**src/rtl/ucode_sequencer_if.sv**
```systemverilog
// Bus bundle between the microcode sequencer, its four 8Kx8 ROMs, the
// instruction fetch path and the datapath control-word consumer.
interface ucode_sequencer_if;
    logic [7:0]  opcode_in;
    logic        cond_in;
    logic        stall;
    logic [12:0] rom_a;
    logic        rom_nce;
    logic        rom_noe;
    logic        rom_nwe;
    logic [7:0]  rom_d0;
    logic [7:0]  rom_d1;
    logic [7:0]  rom_d2;
    logic [7:0]  rom_d3;
    logic [31:0] ctrl;
    logic        ctrl_valid;
    logic [3:0]  step;
    logic        ucode_err;

    // Sequencer side
    modport master (
        input  opcode_in, cond_in, stall,
        input  rom_d0, rom_d1, rom_d2, rom_d3,
        output rom_a, rom_nce, rom_noe, rom_nwe,
        output ctrl, ctrl_valid, step, ucode_err
    );

    // Environment side: fetch path, ROMs and datapath
    modport slave (
        output opcode_in, cond_in, stall,
        output rom_d0, rom_d1, rom_d2, rom_d3,
        input  rom_a, rom_nce, rom_noe, rom_nwe,
        input  ctrl, ctrl_valid, step, ucode_err
    );
endinterface

```
**src/rtl/ucode_sequencer.sv**
```systemverilog
// Microcode sequencer: addresses the four async microcode ROMs from {cond, opcode, step}
// and registers the 32-bit control word. Optional step-overflow guard: UCODE_STEP_GUARD_EN.
module ucode_sequencer #(
    parameter int STEP_BITS = 4,
    parameter int END_BIT   = 31,
    parameter int IRLD_BIT  = 30,
    parameter int CSEL_BIT  = 29
) (
    input  logic              clk,
    input  logic              rst,
    ucode_sequencer_if.master bus
);
    typedef enum logic {S_OFF = 1'b0, S_RUN = 1'b1} state_t;

    state_t               state_q, state_d;
    logic [STEP_BITS-1:0] step_q, step_d;
    logic [7:0]           opc_q, opc_d;
    logic                 csel_q, csel_d;
    logic [31:0]          ctrl_q, ctrl_d;
    logic                 ctrl_valid_q, ctrl_valid_d;
    logic                 err_q, err_d;

    logic        en_q;
    logic        adv;
    logic [31:0] w;

    assign en_q = (state_q == S_RUN);
    assign adv  = en_q & ~bus.stall;
    // ROMs are asynchronous: the word for rom_a is usable in the same cycle
    assign w    = {bus.rom_d3, bus.rom_d2, bus.rom_d1, bus.rom_d0};

    assign bus.rom_a      = {csel_q & bus.cond_in, opc_q, step_q};
    assign bus.rom_nce    = ~en_q;
    assign bus.rom_noe    = ~en_q;
    assign bus.rom_nwe    = 1'b1;
    assign bus.ctrl       = ctrl_q;
    assign bus.ctrl_valid = ctrl_valid_q;
    assign bus.step       = step_q;
    assign bus.ucode_err  = err_q;

    always_ff @(posedge clk) begin
        if (rst) begin
            state_q      <= S_OFF;
            step_q       <= '0;
            opc_q        <= '0;
            csel_q       <= 1'b0;
            ctrl_q       <= '0;
            ctrl_valid_q <= 1'b0;
            err_q        <= 1'b0;
        end else begin
            state_q      <= state_d;
            step_q       <= step_d;
            opc_q        <= opc_d;
            csel_q       <= csel_d;
            ctrl_q       <= ctrl_d;
            ctrl_valid_q <= ctrl_valid_d;
            err_q        <= err_d;
        end
    end

    always_comb begin
        state_d      = state_q;
        step_d       = step_q;
        opc_d        = opc_q;
        csel_d       = csel_q;
        ctrl_d       = ctrl_q;
        ctrl_valid_d = adv;
        err_d        = err_q;

        case (state_q)
            S_OFF:   state_d = S_RUN;
            S_RUN:   state_d = S_RUN;
            default: state_d = S_OFF;
        endcase

        if (adv) begin
            ctrl_d = w;
            step_d = w[END_BIT] ? '0 : step_q + STEP_BITS'(1);
            if (w[IRLD_BIT]) begin
                opc_d = bus.opcode_in;
            end
            // A branch select never survives into the next instruction
            csel_d = w[CSEL_BIT] & ~w[END_BIT];
`ifdef UCODE_STEP_GUARD_EN
            if ((step_q == '1) && !w[END_BIT]) begin
                err_d = 1'b1;
            end
`endif
        end

`ifndef UCODE_STEP_GUARD_EN
        err_d = 1'b0;
`endif
    end
endmodule

```
**src/flat_wrapper.sv**
```systemverilog
// flat-port wrapper written by rule: the top's interface ports become plain ports
module ucode_sequencer_flat 
#(
    parameter int STEP_BITS = 4,
    parameter int END_BIT   = 31,
    parameter int IRLD_BIT  = 30,
    parameter int CSEL_BIT  = 29
)
  (clk, rst, bus_opcode_in, bus_cond_in, bus_stall, bus_rom_d0, bus_rom_d1, bus_rom_d2, bus_rom_d3, bus_rom_a, bus_rom_nce, bus_rom_noe, bus_rom_nwe, bus_ctrl, bus_ctrl_valid, bus_step, bus_ucode_err);
  ucode_sequencer_if bus_i ();
  input  logic clk;
  input  logic rst;
  input wire logic [$bits(bus_i.opcode_in)-1:0] bus_opcode_in;
  input wire logic [$bits(bus_i.cond_in)-1:0] bus_cond_in;
  input wire logic [$bits(bus_i.stall)-1:0] bus_stall;
  input wire logic [$bits(bus_i.rom_d0)-1:0] bus_rom_d0;
  input wire logic [$bits(bus_i.rom_d1)-1:0] bus_rom_d1;
  input wire logic [$bits(bus_i.rom_d2)-1:0] bus_rom_d2;
  input wire logic [$bits(bus_i.rom_d3)-1:0] bus_rom_d3;
  output wire logic [$bits(bus_i.rom_a)-1:0] bus_rom_a;
  output wire logic [$bits(bus_i.rom_nce)-1:0] bus_rom_nce;
  output wire logic [$bits(bus_i.rom_noe)-1:0] bus_rom_noe;
  output wire logic [$bits(bus_i.rom_nwe)-1:0] bus_rom_nwe;
  output wire logic [$bits(bus_i.ctrl)-1:0] bus_ctrl;
  output wire logic [$bits(bus_i.ctrl_valid)-1:0] bus_ctrl_valid;
  output wire logic [$bits(bus_i.step)-1:0] bus_step;
  output wire logic [$bits(bus_i.ucode_err)-1:0] bus_ucode_err;
  assign bus_i.opcode_in = bus_opcode_in;
  assign bus_i.cond_in = bus_cond_in;
  assign bus_i.stall = bus_stall;
  assign bus_i.rom_d0 = bus_rom_d0;
  assign bus_i.rom_d1 = bus_rom_d1;
  assign bus_i.rom_d2 = bus_rom_d2;
  assign bus_i.rom_d3 = bus_rom_d3;
  assign bus_rom_a = bus_i.rom_a;
  assign bus_rom_nce = bus_i.rom_nce;
  assign bus_rom_noe = bus_i.rom_noe;
  assign bus_rom_nwe = bus_i.rom_nwe;
  assign bus_ctrl = bus_i.ctrl;
  assign bus_ctrl_valid = bus_i.ctrl_valid;
  assign bus_step = bus_i.step;
  assign bus_ucode_err = bus_i.ucode_err;
  ucode_sequencer #(.STEP_BITS(STEP_BITS), .END_BIT(END_BIT), .IRLD_BIT(IRLD_BIT), .CSEL_BIT(CSEL_BIT)) u_core (.clk(clk), .rst(rst), .bus(bus_i));
endmodule
```
**config.mk**
```make
export PLATFORM = sky130hd
export DESIGN_NAME = ucode_sequencer_flat
export DESIGN_NICKNAME = d
export VERILOG_FILES = /design/src/rtl/ucode_sequencer_if.sv /design/src/rtl/ucode_sequencer.sv /design/src/flat_wrapper.sv
export SDC_FILE = /design/constraint.sdc
export NUM_CORES = 1
export LEC_CHECK = 0
export CORE_MARGIN = 1
export CORE_UTILIZATION = 35
export CTS_BUF_LIST = sky130_fd_sc_hd__clkbuf_2
export DETAILED_ROUTE_END_ITERATION = 12
export GPL_ROUTABILITY_DRIVEN = 1
export PLACE_DENSITY_LB_ADDON = 0.12
export SYNTH_ARGS = -nofsm -noshare
export SYNTH_HDL_FRONTEND = slang
export SYNTH_SLANG_ARGS = --single-unit
```
**constraint.sdc**
```tcl
create_clock -name clk -period 1.6 [get_ports clk]
set_clock_uncertainty 0.15 [all_clocks]
set_input_delay 0.32 -clock clk [delete_from_list [all_inputs] [get_ports clk]]
set_output_delay 0.32 -clock clk [all_outputs]
set_load 0.1 [all_outputs]
```
==> flow_summary.json <==
{
  "run_status": "finished clean",
  "synth.ff_latch_count": 47,
  "startpoint_to_endpoint_class_of_the_critical_path": "flop to output pin",
  "insertedDiodeCount": 0,
  "overall_global_routing_resource_usage": 0.178,
  "timing_max_transition_violations_final": 0,
  "hold_end": "u_core.en_q$_DFF_P_",
  "mappedNetlistNets": 262,
  "tritoncts": "built",
  "num_clock_sinks": 47,
  "vias": 1728,
  "worstPathMaxFanout": 2,
  "finalSetupViolCount": 0,
  "total_chip_power_mw": 2.54,
  "rsz0062_at_grt": "true",
  "finalWorstSetupSlack_ps": 23.6,
  "cts.path.max_buffers": 2,
  "arrival_time_at_the_worst_endpoint_ps": 1110,
  "port_buffers": 95,
  "htree_levels": 2,
  "worst_hold_path_type": "input port to flop",
  "max_cap_viol_count": 0,
  "synth-async-reset-ratio": 0,
  "number_of_enable_type_register_cells_in_the_synthesized_netlist": 0,
  "synth-warning-count": 0,
  "chip_width_um": 72.5,
  "mean_instance_size_in_the_synthesized_netlist_um2": 8.01,
  "synth.top_cells.by_area": "dfxtp_1, nand2_1, a21oi_1",
  "clock-root-buffer": "clkbuf_2",
  "worst_path_bufs_invs": 2,
  "synth_area_leader": "dfxtp_1",
  "cell_breakdown_of_the_critical_path": "clkinvlp_4, buf_12",
  "maximum_number_of_pins_on_one_net_before_global_route_repair": 48,
  "critical-path-top-delay-family": "flip-flops",
  "clk_pin_slew_worst_paths_ps": 200,
  "r2r_slack_ps": 190,
  "drt_drc_violations_left": 0,
  "ys_types": 23,
  "initial_core_util": 0.366,
  "total_die_area_um2": 5250,
  "post-synth-top-count-cell": "nand2_1",
  "ys.flop_type": "dfxtp_1",
  "core_region_area_um2": 4750,
  "leakage_nw": 1.27,
  "antenna_violating_nets_post_route": 0,
  "drtPass1Iterations": 4,
  "rr_startpoint": "u_core.en_q$_DFF_P_",
  "area_delta_synth_final_pct": 91.6,
  "postLayoutCoreUtil": 0.700,
  "holdCritStartpoint": "rst",
  "library_cell_contributing_the_largest_single_delay_on_the_critical_path": "dfxtp_4",
  "wl_um": 4540,
  "reg2reg_depth": 4,
  "critical_path.startpoint": "u_core.en_q$_DFF_P_",
  "finalNetCount": 352,
  "boundary_pin_count": 98,
  "fmax_mhz": 634,
  "place_area_um2": 3270,
  "fin_crit_sh": 0.985,
  "detailed_place_hpwl_um": 3350,
  "final_design_area_no_fill_um2": 3330,
  "ir_worst_vdd_mv": 0.429,
  "worstPathRequired_ps": 1130,
  "synth_top_area_share": 0.541,
  "commonest_cells_post_synth": "nand2_1, dfxtp_1, a21oi_1",
  "slowest_delay_ps": 410,
  "fin_crit_ps": 1580,
  "timing.hold.worst_path_depth": 3,
  "antenna_violations_before_repair": 0,
  "place_congestion": 0.776,
  "drive_above_1_share": 0.257,
  "grt_remaining_overflow": 0,
  "fin_setup_tns_ps": 0,
  "wire_per_inst_um": 12.1,
  "share_of_synthesized_area_occupied_by_flip_flops_and_latches": 0.541,
  "power_per_cell_area_nw_per_um2": 764,
  "clk_latency_ps": 380,
  "final-hold-violation-count": 0,
  "worstSetupStartpointType": "flop",
  "crit-reg2reg-capture": "u_core.bus.step[3]$_SDFFE_PP0P_",
  "dp_slack_ps": -138,
  "via_per_inst": 4.62,
  "grt_first_pass_wirelength_um": 7190,
  "mappedNetlistArea_um2": 1740,
  "synth_cells": 217,
  "cts_made_buffers": 5,
  "core.rowCount": 25,
  "detail_route.iter0.violations": 78,
  "end_kind": "output pin",
  "grt_pass1_vias": 1622,
  "die-height_um": 72.5
}
## worst max path at each step
stage	to	slack [ps]	cells after the start
floorplan	bus_rom_noe	-10	2
global placement	u_core.bus.step[3]$_SDFFE_PP0P_	-120	4
detailed placement	u_core.bus.step[3]$_SDFFE_PP0P_	-140	4
CTS	bus_rom_noe	-6	2
global route	bus_rom_nce	-50	2
finish	bus_rom_noe	20	2
## flip-flops by register name, indices dropped and copies added, names as in the netlist
name	count
u_core.bus.ctrl	32
u_core.opc_q	8
u_core.bus.step	4
u_core.bus.ctrl_valid	1
u_core.csel_q	1
u_core.en_q	1
## where the power goes
part / internal, mW / switching [mW]
clock network: 0.0926 / 0.342
registers: 1.22 / 0.0507
logic: 0.332 / 0.511
## tightest hold or removal path, delay by kind of cell
kind | cells | cell delay (ps)
buf+inv | 3 | 350
## cell families (layout without fill, tap and decap cells)
logic type	count (synthesis)	count (layout)	share of synthesized area
AND/OR/NAND/NOR	95	95	0.231
AO/OA/AOI/OAI	48	48	0.140
adder cells (fa/ha/maj)	1	1	0.00720
flip-flops	47	47	0.541
other	2	2	0.00432
buffers and inverters	24	114	0.0756
## layout by cell type (no fill, tap or decap), drive strengths merged
cell type / synthesis / layout
a31oi: 1 / 1
nand3: 9 / 9
clkinvlp: 0 / 1
clkbuf: 5 / 5
buf: 17 / 63
and2: 1 / 1
or3: 1 / 1
or4: 1 / 1
inv: 2 / 1
nand3b: 3 / 3
conb: 2 / 2
nor4bb: 1 / 1
nor2: 1 / 1
ha: 1 / 1
clkinv: 0 / 2
nor2b: 2 / 2
dfxtp: 47 / 47
o21ai: 1 / 1
o21bai: 1 / 1
nand2: 75 / 75
clkdlybuf4s50: 0 / 42
nand2b: 1 / 1
a21oi: 45 / 45
## per-stage QoR
step	hold WS [ps]	cells
after floorplan	277	217
after global placement	296	366
after detailed placement	331	366
after CTS	126	374
after global routing	124	374
final	152	374
## cell type report
class                      count  area [um2]
timing repair buffer         105        1570
fill                         386        1430
sequential                    47         958
multi-input combinational    146         676
tap                           67        83.8
clock buffer                   5        25.0
inverter                       2        11.3
clock inverter                 2        8.76
## repair_timing
action,CTS,global route
setup buffers,1,0
hold buffers,0,0
setup endpoints to repair,3,9
pin swaps,0,0
resized for setup,3,3
## per-layer routing
metal,vias to the layer above,part of all wire,GRT usage
met2,65,0.50,0.308
met3,7,0.093,0.0764
met4,0,0.012,0.0588
met5,-,0,0
met1,783,0.40,0.196
li1,873,-,-
Note: power is estimated with default switching activity, not from simulation.
